--- src/rtl/axi_arbiter_w_rr.sv ---
// Round-robin AXI4 write-channel arbiter: one master owns the slave path from AW through WLAST to B.
// Define AXI_ARB_W_TIMEOUT_EN to add a watchdog that aborts a stalled transaction.
module axi_arbiter_w_rr #(
    parameter int unsigned NUM_MASTERS    = 4,
    parameter int unsigned IDX_W          = $clog2(NUM_MASTERS),
    parameter int unsigned TIMEOUT_CYCLES = 1024
) (
    input  logic                   ACLK,
    input  logic                   ARESET,
    input  logic [NUM_MASTERS-1:0] m_AWVALID,
    input  logic [NUM_MASTERS-1:0] m_WVALID,
    input  logic [NUM_MASTERS-1:0] m_WLAST,
    input  logic [NUM_MASTERS-1:0] m_BREADY,
    input  logic                   s_AWREADY,
    input  logic                   s_WREADY,
    input  logic                   s_BVALID,
    output logic [NUM_MASTERS-1:0] wgrnt,
    output logic [IDX_W-1:0]       grnt_idx,
    output logic                   busy,
    output logic                   timeout_err
);

    localparam int unsigned CAND_W = IDX_W + 1;

    typedef enum logic [1:0] {
        ST_IDLE,
        ST_XFER,
        ST_RESP
    } state_e;

    state_e                 state_q;
    logic [NUM_MASTERS-1:0] wgrnt_q;
    logic [IDX_W-1:0]       grnt_idx_q;
    logic [IDX_W-1:0]       last_owner_q;
    logic                   busy_q;
    logic                   timeout_err_q;
    logic                   aw_done_q;
    logic                   w_done_q;

    logic                   win_vld_d;
    logic [IDX_W-1:0]       win_idx_d;
    logic [CAND_W-1:0]      cand;

    logic                   aw_hs;
    logic                   w_hs;
    logic                   wlast_hs;
    logic                   b_hs;
    logic                   xfer_done;
    logic                   tmo_hit;

    // Scan from last_owner+1 upward with wrap; the first requester found wins.
    always_comb begin
        // NOTE: every variable gets a default before the loop so no path infers a latch.
        win_vld_d = 1'b0;
        win_idx_d = '0;
        cand      = '0;
        for (int unsigned k = 1; k <= NUM_MASTERS; k++) begin
            cand = {1'b0, last_owner_q} + CAND_W'(k);
            if (cand >= CAND_W'(NUM_MASTERS)) begin
                cand = cand - CAND_W'(NUM_MASTERS);
            end
            if (!win_vld_d && m_AWVALID[cand[IDX_W-1:0]]) begin
                win_vld_d = 1'b1;
                win_idx_d = cand[IDX_W-1:0];
            end
        end
    end

    assign aw_hs     = m_AWVALID[grnt_idx_q] & s_AWREADY;
    assign w_hs      = m_WVALID[grnt_idx_q] & s_WREADY;
    assign wlast_hs  = w_hs & m_WLAST[grnt_idx_q];
    assign b_hs      = s_BVALID & m_BREADY[grnt_idx_q];
    assign xfer_done = (aw_done_q | aw_hs) & (w_done_q | wlast_hs);

`ifdef AXI_ARB_W_TIMEOUT_EN
    localparam int unsigned TMR_W = $clog2(TIMEOUT_CYCLES) + 1;

    logic [TMR_W-1:0] tmr_q;

    // Any owner handshake proves liveness; the count only advances while a transaction is owned.
    assign tmo_hit = (state_q != ST_IDLE) && !(aw_hs || w_hs || b_hs) &&
                     (tmr_q == TMR_W'(TIMEOUT_CYCLES - 1));

    always_ff @(posedge ACLK or posedge ARESET) begin
        if (ARESET) begin
            tmr_q <= '0;
        end else if (state_q == ST_IDLE || aw_hs || w_hs || b_hs || tmo_hit) begin
            tmr_q <= '0;
        end else begin
            tmr_q <= tmr_q + TMR_W'(1);
        end
    end
`else
    logic unused_timeout_cfg;

    assign unused_timeout_cfg = ^TIMEOUT_CYCLES;
    assign tmo_hit            = 1'b0;
`endif

    always_ff @(posedge ACLK or posedge ARESET) begin
        if (ARESET) begin
            state_q       <= ST_IDLE;
            wgrnt_q       <= '0;
            grnt_idx_q    <= '0;
            last_owner_q  <= IDX_W'(NUM_MASTERS - 1);
            busy_q        <= 1'b0;
            timeout_err_q <= 1'b0;
            aw_done_q     <= 1'b0;
            w_done_q      <= 1'b0;
        end else begin
            // NOTE: non-blocking assignments so every register samples pre-edge values.
            timeout_err_q <= 1'b0;
            case (state_q)
                ST_IDLE: begin
                    if (win_vld_d) begin
                        state_q    <= ST_XFER;
                        wgrnt_q    <= NUM_MASTERS'(1) << win_idx_d;
                        grnt_idx_q <= win_idx_d;
                        busy_q     <= 1'b1;
                    end
                end
                ST_XFER, ST_RESP: begin
                    if (tmo_hit || (state_q == ST_RESP && b_hs)) begin
                        // Completion and watchdog abort both hand priority past the owner.
                        state_q       <= ST_IDLE;
                        wgrnt_q       <= '0;
                        busy_q        <= 1'b0;
                        last_owner_q  <= grnt_idx_q;
                        aw_done_q     <= 1'b0;
                        w_done_q      <= 1'b0;
                        timeout_err_q <= tmo_hit;
                    end else if (state_q == ST_XFER) begin
                        if (aw_hs) begin
                            aw_done_q <= 1'b1;
                        end
                        if (wlast_hs) begin
                            w_done_q <= 1'b1;
                        end
                        if (xfer_done) begin
                            state_q <= ST_RESP;
                        end
                    end
                end
                default: begin
                    state_q <= ST_IDLE;
                    wgrnt_q <= '0;
                    busy_q  <= 1'b0;
                end
            endcase
        end
    end

    assign wgrnt       = wgrnt_q;
    assign grnt_idx    = grnt_idx_q;
    assign busy        = busy_q;
    assign timeout_err = timeout_err_q;

endmodule

--- config.mk ---
export PLATFORM = sky130hd
export DESIGN_NAME = axi_arbiter_w_rr
export DESIGN_NICKNAME = d
export VERILOG_FILES = /design/src/rtl/axi_arbiter_w_rr.sv
export SDC_FILE = /design/constraint.sdc
export NUM_CORES = 1
export LEC_CHECK = 0
export BUFFER_PORTS_ARGS = -buffer_cell sky130_fd_sc_hd__buf_2
export CAP_MARGIN = 20
export CORE_ASPECT_RATIO = 1.2
export CORE_MARGIN = 2
export CORE_UTILIZATION = 52
export DETAILED_ROUTE_END_ITERATION = 12
export PLACE_DENSITY = 0.87
export SETUP_SLACK_MARGIN = 0.3
export SKIP_CTS_REPAIR_TIMING = 1
export SLEW_MARGIN = 10
export SYNTH_ARGS = -nofsm -noshare
export SYNTH_HDL_FRONTEND = slang
export SYNTH_SLANG_ARGS = --single-unit
export TNS_END_PERCENT = 100
--- constraint.sdc ---
create_clock -name ACLK -period 5.4 [get_ports ACLK]
set_clock_uncertainty 0.05 [all_clocks]
set_input_delay 0 -clock ACLK [delete_from_list [all_inputs] [get_ports ACLK]]
set_output_delay 0 -clock ACLK [all_outputs]
set_load 0.1 [all_outputs]
Word-level counts from Yosys, hierarchy flattened
Index checks and enable logic that the tools add are counted.
{"block": "totals", "reg_bits": 13, "out_inout_bits": 8, "word_cells": 101}
{"block": "op_classes", "n_addsub": 8, "magnitude_cmp": 9, "n_eq_ne": 6, "shift": 1, "muxes": 45, "n_bitwise": 7, "n_reduce_logical": 18}
{"op": "$mux W2", "count": 12}
{"op": "$mux W1", "count": 20}
{"op": "$bmux W1 S2", "count": 8}
{"op": "$lt A2 B3 Y1 const B", "count": 5}
{"op": "$ge A3 B3 Y1 const B", "count": 4}
{"op": "$reduce_and A3 Y1", "count": 3}
{"op": "$mux W4", "count": 2}
{"op": "$pmux W4 S2", "count": 1}
{"op": "$sub A2 B1 Y2 const B", "count": 4}
{"op": "$add A2 B2 Y3 const B", "count": 2}
{"op": "$ne A3 B3 Y1 const B", "count": 2}
{"op": "$reduce_and A2 Y1", "count": 3}
{"op": "$reduce_bool A2 Y1", "count": 3}
{"op": "$and A1 B1 Y1", "count": 5}
{"op": "$logic_and A1 B1 Y1", "count": 4}
{"op": "$ne A2 B2 Y1 const B", "count": 2}
{"op": "$pmux W2 S2", "count": 1}
{"op": "$shl A1 B2 Y4 const A", "count": 1}
{"op": "$add A2 B1 Y3 const B", "count": 1}
{"op": "$add A2 B3 Y3 const B", "count": 1}
{"op": "$logic_not A1 Y1", "count": 3}
{"op": "$eq A2 B1 Y1 const B", "count": 1}
{"op": "$eq A2 B2 Y1 const B", "count": 1}
{"op": "$logic_not A2 Y1", "count": 1}
{"op": "3 further kinds", "count": 4}

Logic depth before layout (Yosys ltp)
{"block": "depth", "word_depth": 18, "mapped_depth": 7}

Least setup slack after synthesis
No wires, ideal clock.
{"block": "synth_path", "path_type": "register to register", "startpoint": "register grnt_idx_q[0], in the netlist grnt_idx[0]", "endpoint": "register wgrnt_q[1], in the netlist wgrnt[1]", "setup_time_ns": 0.123, "arrival_time_ns": 2.423, "required_ns": 5.227, "setup_slack_ns": 2.804, "stages_incl_launch_ff": 7, "path_buffers": 1, "cell_sequence": "dfrtp_1 -> buf_6 -> mux4_2 -> a31oi_4 -> nor2_2 -> and3_4 -> a22o_1"}
{"block": "synth_via", "elab_chain_cells": 6}
{"element": "start: declaration", "line": "33", "text": "logic [IDX_W-1:0] grnt_idx_q;"}
{"element": "start signal: assignment", "line": "118", "text": "grnt_idx_q <= win_idx_d;"}
{"element": "$bmux W1 S2", "line": "72", "text": "assign b_hs = s_BVALID & m_BREADY[grnt_idx_q];"}
{"element": "$mux W1 (implied by the code)", "line": "72"}
{"element": "$and A1 B1 Y1", "line": "72"}
{"element": "$logic_and A1 B1 Y1", "line": "123", "text": "if (tmo_hit || (state_q == ST_RESP && b_hs)) begin"}
{"element": "$ne A2 B2 Y1 (no line)"}
{"element": "$reduce_and A2 Y1 (no line)"}
{"element": "end signal: assignment", "line": "117", "text": "wgrnt_q <= NUM_MASTERS'(1) << win_idx_d;"}
{"element": "end: declaration", "line": "32", "text": "logic [NUM_MASTERS-1:0] wgrnt_q;"}
No other way between the ends. The select of a mux whose other input is x is not followed.
A chain may end at the register's enable or synchronous reset.

Worst setup path in the final report
{"block": "layout_path", "startpoint": "register grnt_idx_q[0], in the netlist grnt_idx[0]", "endpoint": "register wgrnt_q[3], in the netlist wgrnt[3]"}
Same word-level chain as after synthesis.

==> metrics.md <==
| Metric | Value |
|---|---|
| Post-synth EDFFs | 0 |
| Synth Instances | 83 |
| Vias in the first global route | 738 |
| # port buffers | 27 |
| Hold Path Depth | 3 |
| Grt total ovfl | 0 |
| Area of the die | 1950 sq um |
| FMAX | 0.477 GHz |
| # DRC | 0 |
| Critical R2R Capture | wgrnt[3] |
| ANT cells | 0 |
| Detailed Route Iter0 Violations | 26 |
| Crit path largest cell delay | 0.59 ns |
| Tot Pwr | 0.696 mW |
| Ports | 29 |
| #FFs+latches synth | 13 |
| Initial antenna violation count | 0 |
| Syn nets | 108 |
| Max cap viols | 0 |
| Worst slew pin tran | 0.842 ns |
| CP Cell Sequence | mux4_2 > a31oi_4 > nor2_2 > and3_4 > a22o_1 |
| Ys flop type | dfrtp_1 |
| CTS clk-pin slew, worst paths | 0.08 ns |
| H-Tree Depth | 1 |
| Design area | 1010 sq um |
| Die Ht | 48.0 um |
| Worst R2R Setup Slack | 3.31 ns |
| Worst Path Required | 5.53 ns |
| RSZ-0062 raised after global routing | false |
| Clock period minus worst slack | 2.09 ns |
| Clk buf depth | 2 |
| Total wire length | 1930 um |
| Routability cong. | 0.888 |
| Vias per cell | 5.82 |
| Ranking of synthesized cells by area | dfrtp_1 33%, dfstp_2 6.3%, ha_1 6.0%, mux4_2 5.4%, mux2_2 4.0% |
| Max transition margin | 43.1% |
| Clock Latency Late Sink | 0.28 ns |
| Max-slew violation count | 0 |
| DR pass1 iterations | 4 |
| Final #Nets | 139 |
| GRT Overall Usage | 23.6% |
| Share of the synthesized area in the top cell type | 32.9% |
| Crit. End Element | flop |
| Rows | 15 |
| WHS | 0.00656 ns |
| Async set or reset register ratio after synthesis | 100% |
| Root Driver | clkbuf_4 |
| Post-synth top area cell | dfrtp_1 |
| Leakage | 0.491 nW |
| Routed len/inst | 14.9 um |
| Peak VDD IR | 0.541 mV |
| Kind of critical path | reg2reg |
| Vias | 757 |
| Hpwl dp | 1580 um |
| Worst Path Arrival | 2.23 ns |
| Count leader, synth | dfrtp_1 |
| Hold Path End | aw_done_q |
| Slowest stage cell on the critical path | mux4_2 |
| Critical Path Source Type | flop |
| Post-route ant nets | 0 |
| Status | finished clean |
| Yosys warns | 0 |
| Total negative slack | 0 ns |
| Layout cells sized above 1 | 35.4% |
| R2r startpoint | grnt_idx[0] |
| Area delta synth->final | 20.8% |
| # clock sinks | 13 |
| Num CTS Buffers | 3 |
| Ratio of final minimum period to clock period | 38.8% |
| Fillers | 120 |
| Core ar. | 1460 sq um |
| Crit path max fanout | 9 |
| Final Hold Vio Count | 0 |
| Commonest cells in the synthesized netlist | 11 x dfrtp_1, 7 x nor2_1, 6 x a21oi_1 |
| Largest net degree at the start of global routing | 14 |
| Hold path start | s_AWREADY |
| DP Area | 975 sq um |
| Reg2reg path depth | 5 |
| Pwr dens | 688 nW/um^2 |
| Syn avg cell area | 10.1 sq um |
| Hold Path Class | in2reg |
| Sequential area share after synthesis | 39.2% |
| Initial cell density of the core | 57.2% |
| Final Setup Violations | 0 |
| Die W | 40.6 um |
| Distinct cells, synth | 32 |
| CTS tree | yes |
| Global-route wire length before repair | 3010 um |
| Mapped cell area | 837 sq um |
kinds of logic after synthesis:
group / after synthesis / synth area share, %
compound gates: 24 / 21.8
fa+ha+maj: 4 / 5.98
buf+inv: 7 / 4.48
flops: 13 / 39.2
mux: 5 / 9.42
other cells: 1 / 0.448
simple gates: 29 / 18.7
layout make-up:
class / instances / area (sq um) / area share (%)
tap: 17 / 21.3 / 2.10
multi-input combinational: 63 / 472 / 46.7
timing repair buffer: 28 / 145 / 14.4
sequential: 13 / 328 / 32.4
clock buffer: 4 / 26.3 / 2.60
inverter: 5 / 18.8 / 1.86
state kept, by name, indices dropped and copies added, names as in the netlist:
name          flops
aw_done_q         1
w_done_q          1
last_owner_q      2
state_q           2
busy              1
grnt_idx          2
wgrnt             4
layout by cell type (no fill, tap or decap):
cell           instances
dfstp_2                2
nor4_1                 1
and3_4                 1
buf_2                 27
o21ai_0                2
o311ai_0               2
nor2_1                 7
nor2_2                 1
and3_1                 1
o32ai_1                1
inv_1                  5
a21oi_1                6
o22ai_1                2
nor2b_1                2
mux2_2                 3
clkbuf_1               1
dlygate4sd3_1          1
a41oi_1                1
nand3_1                3
ha_1                   4
o31ai_1                1
a31oi_4                1
nand2_1                5
o22a_1                 1
a21boi_0               1
dfrtp_1               11
a21o_1                 3
nand2b_1               5
a32o_1                 1
conb_1                 1
mux4_2                 2
clkbuf_4               3
nand3b_1               3
a22o_1                 2
critical path, delay by kind of cell (launching register included):
family             cells  cell delay (ns)
AOI/OAI and AO/OA      2             0.53
DFF                    1             0.51
muxes                  1             0.59
and+or+nand+nor        2             0.30
where the power goes:
| part | total (mW) | switching (mW) | internal [mW] |
|---|---|---|---|
| logic | 0.449 | 0.317 | 0.132 |
| clock network | 0.0617 | 0.0329 | 0.0288 |
| registers | 0.186 | 0.0413 | 0.144 |
| total | 0.696 | 0.391 | 0.305 |
worst max-delay path by stage:
stage	from	end	slack (ns)	cells after the start
floorplan	grnt_idx[0]	wgrnt[1]	2.80	6
global placement	grnt_idx[0]	wgrnt[3]	3.38	5
detailed placement	grnt_idx[0]	wgrnt[3]	3.31	5
CTS	grnt_idx[0]	wgrnt[3]	3.31	5
global route	grnt_idx[0]	wgrnt[1]	3.21	5
finish	grnt_idx[0]	wgrnt[3]	3.31	5
stage by stage:
stage | cells | utilization (%) | setup slack, ns
2_1_floorplan | 83 | - | 2.80
3_3_place_gp | 125 | 66.6 | 3.38
3_5_place_dp | 125 | 66.6 | 3.31
4_1_cts | 129 | 68.4 | 3.31
5_1_grt | 130 | 69.1 | 3.21
6_report | 130 | 69.1 | 3.31
metal layers:
metal / vias up / GRT usage, % / part of all wire, %
li1: 364 / - / -
met1: 351 / 26.0 / 39
met2: 39 / 44.1 / 52
met3: 3 / 2.79 / 7.0
met5: - / 0 / 0
met4: 0 / 10.0 / 1.5
Power figures use the tool's default switching activity.
